`src/rtl/i2c_pkg.sv`:
```
// Shared types and derived constants for the I2C transaction sequencer.
// Optional combined-format support is controlled by `I2C_SEQ_RESTART_EN.
package i2c_pkg;

  localparam int unsigned LEN_MAX_W = 8;

  typedef enum logic [3:0] {
    S_IDLE,
    S_ADDR,
    S_ACKCHK,
`ifdef I2C_SEQ_RESTART_EN
    S_REG,
    S_RESTART,
`endif
    S_WRREQ,
    S_RDREQ,
    S_RDWAIT,
    S_STOP,
    S_STOPWAIT
  } seq_state_t;

  typedef struct packed {
    logic [6:0]           addr;
    logic                 rw;
    logic [LEN_MAX_W-1:0] len;
    logic                 reg_en;
    logic [7:0]           reg_byte;
  } i2c_cmd_t;

  // Bus-release guard after STOP: one SCL period plus margin.
  function automatic int unsigned stop_cyc_f(input int unsigned clk_hz, input int unsigned scl_hz);
    return clk_hz / scl_hz + 4;
  endfunction

  // ACK window must be at least one cycle for the timer to expire.
  function automatic int unsigned ack_cyc_f(input int unsigned n);
    return (n == 0) ? 1 : n;
  endfunction

  function automatic int unsigned tmr_w_f(input int unsigned a, input int unsigned b);
    return $clog2(((a > b) ? a : b) + 1);
  endfunction

endpackage

```
`src/rtl/i2c_txn_sequencer_if.sv`:
```
// Command, write-stream, read-return, status and byte-master signals of the sequencer.
interface i2c_txn_sequencer_if #(parameter int unsigned LEN_W = 4);
  logic             iCmd_Valid;
  logic             oCmd_Ready;
  logic [6:0]       iCmd_Addr;
  logic             iCmd_Rw;
  logic [LEN_W-1:0] iCmd_Len;
  logic             iCmd_RegEn;
  logic [7:0]       iCmd_Reg;
  logic [7:0]       iWr_Data;
  logic             iWr_Valid;
  logic             oWr_Ready;
  logic [7:0]       oRd_Data;
  logic             oRd_Valid;
  logic             oDone;
  logic             oNack;
  logic             oBusy;
  logic             oI2C_Start;
  logic             oI2C_Stop;
  logic             oI2C_Write;
  logic             oI2C_Read;
  logic [7:0]       oTx_Data;
  logic             iTx_Done;
  logic             iTx_Ready;
  logic             iRx_Done;
  logic [7:0]       iRx_Data;

  modport slave (
    input  iCmd_Valid, iCmd_Addr, iCmd_Rw, iCmd_Len, iCmd_RegEn, iCmd_Reg,
           iWr_Data, iWr_Valid, iTx_Done, iTx_Ready, iRx_Done, iRx_Data,
    output oCmd_Ready, oWr_Ready, oRd_Data, oRd_Valid, oDone, oNack, oBusy,
           oI2C_Start, oI2C_Stop, oI2C_Write, oI2C_Read, oTx_Data
  );

  modport master (
    output iCmd_Valid, iCmd_Addr, iCmd_Rw, iCmd_Len, iCmd_RegEn, iCmd_Reg,
           iWr_Data, iWr_Valid, iTx_Done, iTx_Ready, iRx_Done, iRx_Data,
    input  oCmd_Ready, oWr_Ready, oRd_Data, oRd_Valid, oDone, oNack, oBusy,
           oI2C_Start, oI2C_Stop, oI2C_Write, oI2C_Read, oTx_Data
  );
endinterface

```
`src/rtl/i2c_seq_timer.sv`:
```
// Load / count-down / expire timer shared by the ACK window and the STOP guard.
// A load of N makes oExpired rise on the N-th cycle after the load cycle.
module i2c_seq_timer #(
  parameter int unsigned CNT_W = 8
) (
  input  logic             iClk,
  input  logic             iRst_n,
  input  logic             iLoad,
  input  logic [CNT_W-1:0] iLoad_Val,
  output logic             oExpired
);
  logic [CNT_W-1:0] cnt_q, cnt_d;

  // Next count: load has priority, otherwise count down and park at zero.
  always_comb begin
    cnt_d = cnt_q;
    if (iLoad) begin
      cnt_d = (iLoad_Val == '0) ? '0 : iLoad_Val - CNT_W'(1);
    end else if (cnt_q != '0) begin
      cnt_d = cnt_q - CNT_W'(1);
    end
  end

  // Count register.
  always_ff @(posedge iClk or negedge iRst_n) begin
    if (!iRst_n) cnt_q <= '0;
    else         cnt_q <= cnt_d;
  end

  assign oExpired = (cnt_q == '0);
endmodule

```
`src/rtl/i2c_txn_sequencer.sv`:
```
// Transaction sequencer in front of the I2C byte master: one command in,
// Start/Write/Read/Stop pulses out, byte by byte.
// `I2C_SEQ_RESTART_EN adds the register-pointer phase and repeated START.
module i2c_txn_sequencer
  import i2c_pkg::*;
#(
  parameter int unsigned CLK_FREQ = 100_000_000,
  parameter int unsigned I2C_FREQ = 100_000,
  parameter int unsigned LEN_W    = 4,
  parameter int unsigned ACK_WAIT = 4
) (
  input logic               iClk,
  input logic               iRst_n,
  i2c_txn_sequencer_if.slave bus
);
  localparam int unsigned STOP_CYC = stop_cyc_f(CLK_FREQ, I2C_FREQ);
  localparam int unsigned ACK_CYC  = ack_cyc_f(ACK_WAIT);
  localparam int unsigned TMR_W    = tmr_w_f(STOP_CYC, ACK_CYC);

  seq_state_t state_q, state_d;
  i2c_cmd_t   cmd_q, cmd_d;
  logic [7:0] tx_data_q, tx_data_d, rd_data_q, rd_data_d;
  logic       rd_valid_q, rd_valid_d, done_q, done_d;
  logic       nack_q, nack_d, nack_pend_q, nack_pend_d;
  logic       busy_q, busy_d, cmd_ready_q, cmd_ready_d, wr_ready_q, wr_ready_d;
  logic       start_q, start_d, stop_q, stop_d, write_q, write_d, read_q, read_d;
`ifdef I2C_SEQ_RESTART_EN
  logic       restart_pend_q, restart_pend_d;
`endif
  logic             tmr_load, tmr_expired;
  logic [TMR_W-1:0] tmr_val;

  i2c_seq_timer #(.CNT_W(TMR_W)) u_timer (
    .iClk      (iClk),
    .iRst_n    (iRst_n),
    .iLoad     (tmr_load),
    .iLoad_Val (tmr_val),
    .oExpired  (tmr_expired)
  );

  // Sequencer next-state and registered-output computation.
  always_comb begin
    state_d     = state_q;
    cmd_d       = cmd_q;
    tx_data_d   = tx_data_q;
    rd_data_d   = rd_data_q;
    nack_d      = nack_q;
    nack_pend_d = nack_pend_q;
    busy_d      = busy_q;
    cmd_ready_d = cmd_ready_q;
    wr_ready_d  = wr_ready_q;
    rd_valid_d  = 1'b0;
    done_d      = 1'b0;
    start_d     = 1'b0;
    stop_d      = 1'b0;
    write_d     = 1'b0;
    read_d      = 1'b0;
    tmr_load    = 1'b0;
    tmr_val     = '0;
`ifdef I2C_SEQ_RESTART_EN
    restart_pend_d = restart_pend_q;
`endif
    case (state_q)
      S_IDLE: begin
        if (bus.iCmd_Valid && cmd_ready_q) begin
          cmd_d.addr     = bus.iCmd_Addr;
          cmd_d.rw       = bus.iCmd_Rw;
          cmd_d.len      = LEN_MAX_W'(bus.iCmd_Len[LEN_W-1:0]);
`ifdef I2C_SEQ_RESTART_EN
          cmd_d.reg_en   = bus.iCmd_RegEn;
          cmd_d.reg_byte = bus.iCmd_Reg;
          restart_pend_d = 1'b0;
          tx_data_d      = {bus.iCmd_Addr, bus.iCmd_RegEn ? 1'b0 : bus.iCmd_Rw};
`else
          cmd_d.reg_en   = 1'b0;
          cmd_d.reg_byte = '0;
          tx_data_d      = {bus.iCmd_Addr, bus.iCmd_Rw};
`endif
          start_d     = 1'b1;
          cmd_ready_d = 1'b0;
          busy_d      = 1'b1;
          nack_pend_d = 1'b0;
          state_d     = S_ADDR;
        end
      end
      S_ADDR: begin
        if (bus.iTx_Done) begin
          tmr_load = 1'b1;
          tmr_val  = TMR_W'(ACK_CYC);
          state_d  = S_ACKCHK;
        end
      end
      // ACKCHK is reused after every byte; the pending flags pick the next phase.
      S_ACKCHK: begin
        if (bus.iTx_Ready) begin
`ifdef I2C_SEQ_RESTART_EN
          if (cmd_q.reg_en) begin
            cmd_d.reg_en = 1'b0;
            state_d      = S_REG;
          end else if (restart_pend_q) begin
            state_d = S_RESTART;
          end else
`endif
          if (cmd_q.len == 0) begin
            state_d = S_STOP;
          end else if (!cmd_q.rw) begin
            wr_ready_d = 1'b1;
            state_d    = S_WRREQ;
          end else begin
            state_d = S_RDREQ;
          end
        end else if (tmr_expired) begin
          nack_pend_d = 1'b1;
          tmr_load    = 1'b1;
          tmr_val     = TMR_W'(STOP_CYC);
          state_d     = S_STOPWAIT;
        end
      end
`ifdef I2C_SEQ_RESTART_EN
      S_REG: begin
        if (bus.iTx_Ready) begin
          tx_data_d      = cmd_q.reg_byte;
          write_d        = 1'b1;
          restart_pend_d = 1'b1;
          state_d        = S_ADDR;
        end
      end
      S_RESTART: begin
        if (bus.iTx_Ready) begin
          tx_data_d      = {cmd_q.addr, cmd_q.rw};
          start_d        = 1'b1;
          restart_pend_d = 1'b0;
          state_d        = S_ADDR;
        end
      end
`endif
      S_WRREQ: begin
        if (wr_ready_q && bus.iWr_Valid) begin
          tx_data_d  = bus.iWr_Data;
          write_d    = 1'b1;
          wr_ready_d = 1'b0;
          cmd_d.len  = cmd_q.len - LEN_MAX_W'(1);
          state_d    = S_ADDR;
        end
      end
      S_RDREQ: begin
        if (bus.iTx_Ready) begin
          read_d  = 1'b1;
          stop_d  = (cmd_q.len == 1);
          state_d = S_RDWAIT;
        end
      end
      S_RDWAIT: begin
        if (bus.iRx_Done) begin
          rd_data_d  = bus.iRx_Data;
          rd_valid_d = 1'b1;
          cmd_d.len  = cmd_q.len - LEN_MAX_W'(1);
          if (cmd_q.len == 1) begin
            tmr_load = 1'b1;
            tmr_val  = TMR_W'(STOP_CYC);
            state_d  = S_STOPWAIT;
          end else begin
            state_d = S_RDREQ;
          end
        end
      end
      S_STOP: begin
        if (bus.iTx_Ready) begin
          stop_d   = 1'b1;
          tmr_load = 1'b1;
          tmr_val  = TMR_W'(STOP_CYC);
          state_d  = S_STOPWAIT;
        end
      end
      S_STOPWAIT: begin
        if (tmr_expired) begin
          done_d      = 1'b1;
          nack_d      = nack_pend_q;
          busy_d      = 1'b0;
          cmd_ready_d = 1'b1;
          state_d     = S_IDLE;
        end
      end
      default: state_d = S_IDLE;
    endcase
  end

  // State, command and output registers; reset aborts without issuing STOP.
  always_ff @(posedge iClk or negedge iRst_n) begin
    if (!iRst_n) begin
      state_q     <= S_IDLE;
      cmd_q       <= '0;
      tx_data_q   <= '0;
      rd_data_q   <= '0;
      rd_valid_q  <= 1'b0;
      done_q      <= 1'b0;
      nack_q      <= 1'b0;
      nack_pend_q <= 1'b0;
      busy_q      <= 1'b0;
      cmd_ready_q <= 1'b1;
      wr_ready_q  <= 1'b0;
      start_q     <= 1'b0;
      stop_q      <= 1'b0;
      write_q     <= 1'b0;
      read_q      <= 1'b0;
`ifdef I2C_SEQ_RESTART_EN
      restart_pend_q <= 1'b0;
`endif
    end else begin
      state_q     <= state_d;
      cmd_q       <= cmd_d;
      tx_data_q   <= tx_data_d;
      rd_data_q   <= rd_data_d;
      rd_valid_q  <= rd_valid_d;
      done_q      <= done_d;
      nack_q      <= nack_d;
      nack_pend_q <= nack_pend_d;
      busy_q      <= busy_d;
      cmd_ready_q <= cmd_ready_d;
      wr_ready_q  <= wr_ready_d;
      start_q     <= start_d;
      stop_q      <= stop_d;
      write_q     <= write_d;
      read_q      <= read_d;
`ifdef I2C_SEQ_RESTART_EN
      restart_pend_q <= restart_pend_d;
`endif
    end
  end

  assign bus.oCmd_Ready = cmd_ready_q;
  assign bus.oWr_Ready  = wr_ready_q;
  assign bus.oRd_Data   = rd_data_q;
  assign bus.oRd_Valid  = rd_valid_q;
  assign bus.oDone      = done_q;
  assign bus.oNack      = nack_q;
  assign bus.oBusy      = busy_q;
  assign bus.oI2C_Start = start_q;
  assign bus.oI2C_Stop  = stop_q;
  assign bus.oI2C_Write = write_q;
  assign bus.oI2C_Read  = read_q;
  assign bus.oTx_Data   = tx_data_q;
endmodule

```
`src/flat_wrapper.sv`:
```
// flat-port wrapper written by rule: the top's interface ports become plain ports
module i2c_txn_sequencer_flat import i2c_pkg::*;
#(
  parameter int unsigned CLK_FREQ = 100_000_000,
  parameter int unsigned I2C_FREQ = 100_000,
  parameter int unsigned LEN_W    = 4,
  parameter int unsigned ACK_WAIT = 4
)
  (iClk, iRst_n, bus_iCmd_Valid, bus_iCmd_Addr, bus_iCmd_Rw, bus_iCmd_Len, bus_iCmd_RegEn, bus_iCmd_Reg, bus_iWr_Data, bus_iWr_Valid, bus_iTx_Done, bus_iTx_Ready, bus_iRx_Done, bus_iRx_Data, bus_oCmd_Ready, bus_oWr_Ready, bus_oRd_Data, bus_oRd_Valid, bus_oDone, bus_oNack, bus_oBusy, bus_oI2C_Start, bus_oI2C_Stop, bus_oI2C_Write, bus_oI2C_Read, bus_oTx_Data);
  i2c_txn_sequencer_if #(.LEN_W(LEN_W)) bus_i ();
  input logic iClk;
  input logic iRst_n;
  input wire logic [$bits(bus_i.iCmd_Valid)-1:0] bus_iCmd_Valid;
  input wire logic [$bits(bus_i.iCmd_Addr)-1:0] bus_iCmd_Addr;
  input wire logic [$bits(bus_i.iCmd_Rw)-1:0] bus_iCmd_Rw;
  input wire logic [$bits(bus_i.iCmd_Len)-1:0] bus_iCmd_Len;
  input wire logic [$bits(bus_i.iCmd_RegEn)-1:0] bus_iCmd_RegEn;
  input wire logic [$bits(bus_i.iCmd_Reg)-1:0] bus_iCmd_Reg;
  input wire logic [$bits(bus_i.iWr_Data)-1:0] bus_iWr_Data;
  input wire logic [$bits(bus_i.iWr_Valid)-1:0] bus_iWr_Valid;
  input wire logic [$bits(bus_i.iTx_Done)-1:0] bus_iTx_Done;
  input wire logic [$bits(bus_i.iTx_Ready)-1:0] bus_iTx_Ready;
  input wire logic [$bits(bus_i.iRx_Done)-1:0] bus_iRx_Done;
  input wire logic [$bits(bus_i.iRx_Data)-1:0] bus_iRx_Data;
  output wire logic [$bits(bus_i.oCmd_Ready)-1:0] bus_oCmd_Ready;
  output wire logic [$bits(bus_i.oWr_Ready)-1:0] bus_oWr_Ready;
  output wire logic [$bits(bus_i.oRd_Data)-1:0] bus_oRd_Data;
  output wire logic [$bits(bus_i.oRd_Valid)-1:0] bus_oRd_Valid;
  output wire logic [$bits(bus_i.oDone)-1:0] bus_oDone;
  output wire logic [$bits(bus_i.oNack)-1:0] bus_oNack;
  output wire logic [$bits(bus_i.oBusy)-1:0] bus_oBusy;
  output wire logic [$bits(bus_i.oI2C_Start)-1:0] bus_oI2C_Start;
  output wire logic [$bits(bus_i.oI2C_Stop)-1:0] bus_oI2C_Stop;
  output wire logic [$bits(bus_i.oI2C_Write)-1:0] bus_oI2C_Write;
  output wire logic [$bits(bus_i.oI2C_Read)-1:0] bus_oI2C_Read;
  output wire logic [$bits(bus_i.oTx_Data)-1:0] bus_oTx_Data;
  assign bus_i.iCmd_Valid = bus_iCmd_Valid;
  assign bus_i.iCmd_Addr = bus_iCmd_Addr;
  assign bus_i.iCmd_Rw = bus_iCmd_Rw;
  assign bus_i.iCmd_Len = bus_iCmd_Len;
  assign bus_i.iCmd_RegEn = bus_iCmd_RegEn;
  assign bus_i.iCmd_Reg = bus_iCmd_Reg;
  assign bus_i.iWr_Data = bus_iWr_Data;
  assign bus_i.iWr_Valid = bus_iWr_Valid;
  assign bus_i.iTx_Done = bus_iTx_Done;
  assign bus_i.iTx_Ready = bus_iTx_Ready;
  assign bus_i.iRx_Done = bus_iRx_Done;
  assign bus_i.iRx_Data = bus_iRx_Data;
  assign bus_oCmd_Ready = bus_i.oCmd_Ready;
  assign bus_oWr_Ready = bus_i.oWr_Ready;
  assign bus_oRd_Data = bus_i.oRd_Data;
  assign bus_oRd_Valid = bus_i.oRd_Valid;
  assign bus_oDone = bus_i.oDone;
  assign bus_oNack = bus_i.oNack;
  assign bus_oBusy = bus_i.oBusy;
  assign bus_oI2C_Start = bus_i.oI2C_Start;
  assign bus_oI2C_Stop = bus_i.oI2C_Stop;
  assign bus_oI2C_Write = bus_i.oI2C_Write;
  assign bus_oI2C_Read = bus_i.oI2C_Read;
  assign bus_oTx_Data = bus_i.oTx_Data;
  i2c_txn_sequencer #(.CLK_FREQ(CLK_FREQ), .I2C_FREQ(I2C_FREQ), .LEN_W(LEN_W), .ACK_WAIT(ACK_WAIT)) u_core (.iClk(iClk), .iRst_n(iRst_n), .bus(bus_i));
endmodule
```
`config.mk`:
```
export PLATFORM = sky130hd
export DESIGN_NAME = i2c_txn_sequencer_flat
export DESIGN_NICKNAME = d
export VERILOG_FILES = /design/src/rtl/i2c_pkg.sv /design/src/rtl/i2c_txn_sequencer_if.sv /design/src/rtl/i2c_seq_timer.sv /design/src/rtl/i2c_txn_sequencer.sv /design/src/flat_wrapper.sv
export SDC_FILE = /design/constraint.sdc
export NUM_CORES = 1
export LEC_CHECK = 0
export ABC_AREA = 1
export CORE_ASPECT_RATIO = 1.25
export CORE_MARGIN = 2
export CORE_UTILIZATION = 50
export CTS_CLUSTER_SIZE = 40
export DETAILED_ROUTE_END_ITERATION = 10
export PLACE_DENSITY = 0.82
export SETUP_SLACK_MARGIN = 0.1
export SKIP_CTS_REPAIR_TIMING = 1
export SLEW_MARGIN = 30
export SYNTH_ARGS = -nofsm -noshare
export SYNTH_HDL_FRONTEND = slang
export SYNTH_SLANG_ARGS = --single-unit
```
`constraint.sdc`:
```
create_clock -name iClk -period 4.25 [get_ports iClk]
set_input_delay 0.85 -clock iClk [delete_from_list [all_inputs] [get_ports iClk]]
set_output_delay 0.85 -clock iClk [all_outputs]
set_load 0.03 [all_outputs]
```
==> results_dict.tcl <==
set metrics [dict create \
    crit_buf_inv 1 \
    power_mw 2.357 \
    pre_cts_slack_ns 1.851 \
    hold_path_class "reg2reg" \
    dp_cells 447 \
    p_leak_nw 1.616 \
    synthAdderAreaFrac 0.02334 \
    synthTopCellsByCount "nand2_1 (92), dfrtp_1 (48), nor2_1 (40)" \
    slew_headroom 0.5952 \
    ys_seq_area_frac 0.4580 \
    root_buffer "clkbuf_8" \
    startpoint "u_core.bus.oCmd_Ready" \
    ys_types 33 \
    synth_top_family_by_area "simple AND/OR/NAND/NOR gates" \
    coreArea_um2 5116 \
    crit_family "buffers and inverters" \
    drv_slew 0 \
    yosys-top-cells-area "dfrtp_1 (45%), nand2_1 (13%), nor2_1 (5.6%)" \
    synth.most_common_cell "nand2_1" \
    placementRows 29 \
    synth_top_area_frac 0.4482 \
    netlist_instances 330 \
    worst_pin_slew_ns 0.6071 \
    gr-total-overflow 0 \
    rsz0062_at_grt "false" \
    synth_nets 379 \
    worstSkewPairLatency_ns 0.31 \
    arrival_ns 1.51 \
    p_per_area_nw_per_um2 690.8 \
    syn_area_per_cell_um2 8.121 \
    hpwl_um 4455 \
    clock_path_buffers 2 \
    ant_nets 0 \
    cp-start-kind "flop" \
    drc_errors 0 \
    crit_chain "clkdlybuf4s50_1" \
    p_sw_mw 1.056 \
    async_reset_ff_frac 1.000 \
    cpPeakStageDelay_ns 0.66 \
    critPathCaptureType "primary output" \
    die_x_um 69.49 \
    seqPwrFrac 0.333 \
    skew_ns 0.006310 \
    synth_seq_cells 49 \
    crit_fanout 3 \
    status "finished clean" \
    required_ns 3.40 \
    fillers 438 \
    finalHoldViolations 0 \
    ys.flop_type "dfrtp_1" \
    place_area_um2 3301 \
    areaGrowthSynthToFinish_pct 27.31 \
    worstHoldStart "u_core.bus.oNack" \
    yosysWarnings 0 \
    routedWlPerCell_um 12.96 \
    synth-compound-area-share 0.08310 \
    peakVddDrop_v 0.0003762 \
    yosys.area_share.simple 0.3086 \
    synthMuxAreaShare 0.03361 \
    setup.worst_path.class "reg2out" \
    fin_crit_ns 2.358 \
    grt_max_degree 50 \
    hold_ws_ns 0.4801 \
    drive_gt1_frac 0.1069 \
    setup_tns_ns 0 \
    finalWirelength_um 5897 \
    clk_pin_slew_ns 0.09 \
    r2r-start "u_core.state_q[1]" \
    clock-sinks 49 \
    grt_pass1_wl_um 9811 \
    finalWorstSetupSlack_ns 1.892 \
    layout.nets 441 \
    place.gp.congestion 0.8612 \
    cts_tree "built" \
    fp.dieH_um 85.86 \
    netlist_area_um2 2680 \
    cap_violations 0 \
    synth_edf_count 0 \
    num_io_pins 70 \
    period_share 0.5548 \
    clockPowerShare 0.143 \
    grt_pass1_vias 2227 \
    first_iter_violations 110 \
    multi_input_area_um2 1264 \
    fmax_mhz 424.1 \
    setup_viol_count_final 0 \
    n_antenna_cell 0 \
    synth-xor-area-share 0.02288 \
    fin_util 0.6669 \
    cts_buffers 5 \
    drt_first_pass_iters 4 \
    avgViaCountPerCell 5.119 \
    instances_no_fill 455 \
    synth_top_area_cell "dfrtp_1" \
    initial_core_util 0.5238 \
    final_area_um2 3412 \
    die_area_um2 5966 \
    grtUsageTotal 0.2040 \
    regArea_um2 1227 \
    htree_num_levels 2 \
    p_comb_frac 0.525 \
    critPathSlowestCell "clkdlybuf4s50_1" \
    swShare 0.4481 \
    io_buffers 60 \
    antenna_found_initial 0 \
    vias 2329 \
    p_int_mw 1.301 \
]
==> cell usage in the layout, fill, tap and decap left out, drive strengths merged <==
cell	count
dfstp	1
a31oi	8
nor2	49
nand2	98
clkinv	1
inv	35
o21bai	1
xor2	4
clkdlybuf4s50	59
nand3	29
o21ai	20
o31ai	2
clkbuf	6
mux2	8
nor3	5
dfrtp	48
ha	5
buf	1
o21a	2
bufinv	1
nand4	4
a21oi	3
xnor2	3
==> cell families after synthesis <==
group           count (synthesis)
mux                             8
simple gates                  185
flops                          49
buf+inv                        40
xor+xnor                        7
compound gates                 36
fa+ha+maj                       5
==> registers in the layout, indices dropped and copies added, names as in the netlist <==
name and count:
u_core.bus.oBusy 1, u_core.bus.oCmd_Ready 1, u_core.bus.oDone 1, u_core.bus.oI2C_Read 1
u_core.bus.oI2C_Start 1, u_core.bus.oI2C_Stop 1, u_core.bus.oI2C_Write 1, u_core.bus.oNack 1
u_core.bus.oRd_Data 8, u_core.bus.oRd_Valid 1, u_core.bus.oTx_Data 8, u_core.bus.oWr_Ready 1
u_core.cmd_q 9, u_core.nack_pend_q 1, u_core.state_q 3, u_core.u_timer.cnt_q 10
==> cell type report <==
class | count | share of cell area
Clock buffer | 6 | 0.02127
Tap cell | 62 | 0.02274
Sequential cell | 49 | 0.3597
Clock inverter | 2 | 0.01137
Timing Repair Buffer | 60 | 0.1753
Multi-Input combinational cell | 241 | 0.3704
Inverter | 35 | 0.03924
==> worst paths after layout <==
check                      slack [ns]  cells after the start                       to
setup / recovery                 1.89                      1           bus_oCmd_Ready
hold / removal                   0.48                      2         u_core.bus.oNack
setup reg to reg                 2.33                      4   u_core.bus.oRd_Data[1]
hold reg to reg                  0.48                      2         u_core.bus.oNack
max in group asynchronous        3.29                      1   u_core.bus.oTx_Data[7]
min in group asynchronous        0.55                      1  u_core.u_timer.cnt_q[5]
==> power by group through the flow <==
stage	Combinational [mW]	Clock, mW	Sequential, mW
floorplan	0.746	0	0.917
detailed placement	1.23	0	0.792
finish	1.24	0.336	0.784
global placement	1.20	0	0.782
CTS	1.25	0.345	0.783
global route	1.37	0.360	0.804
==> layer usage <==
metal	routed length, um	global-route usage
met5	0	0
met4	61	0.06239
met3	238	0.04113
met2	3178	0.3741
met1	2418	0.2399
No activity file was read; power rests on OpenSTA's default activity.
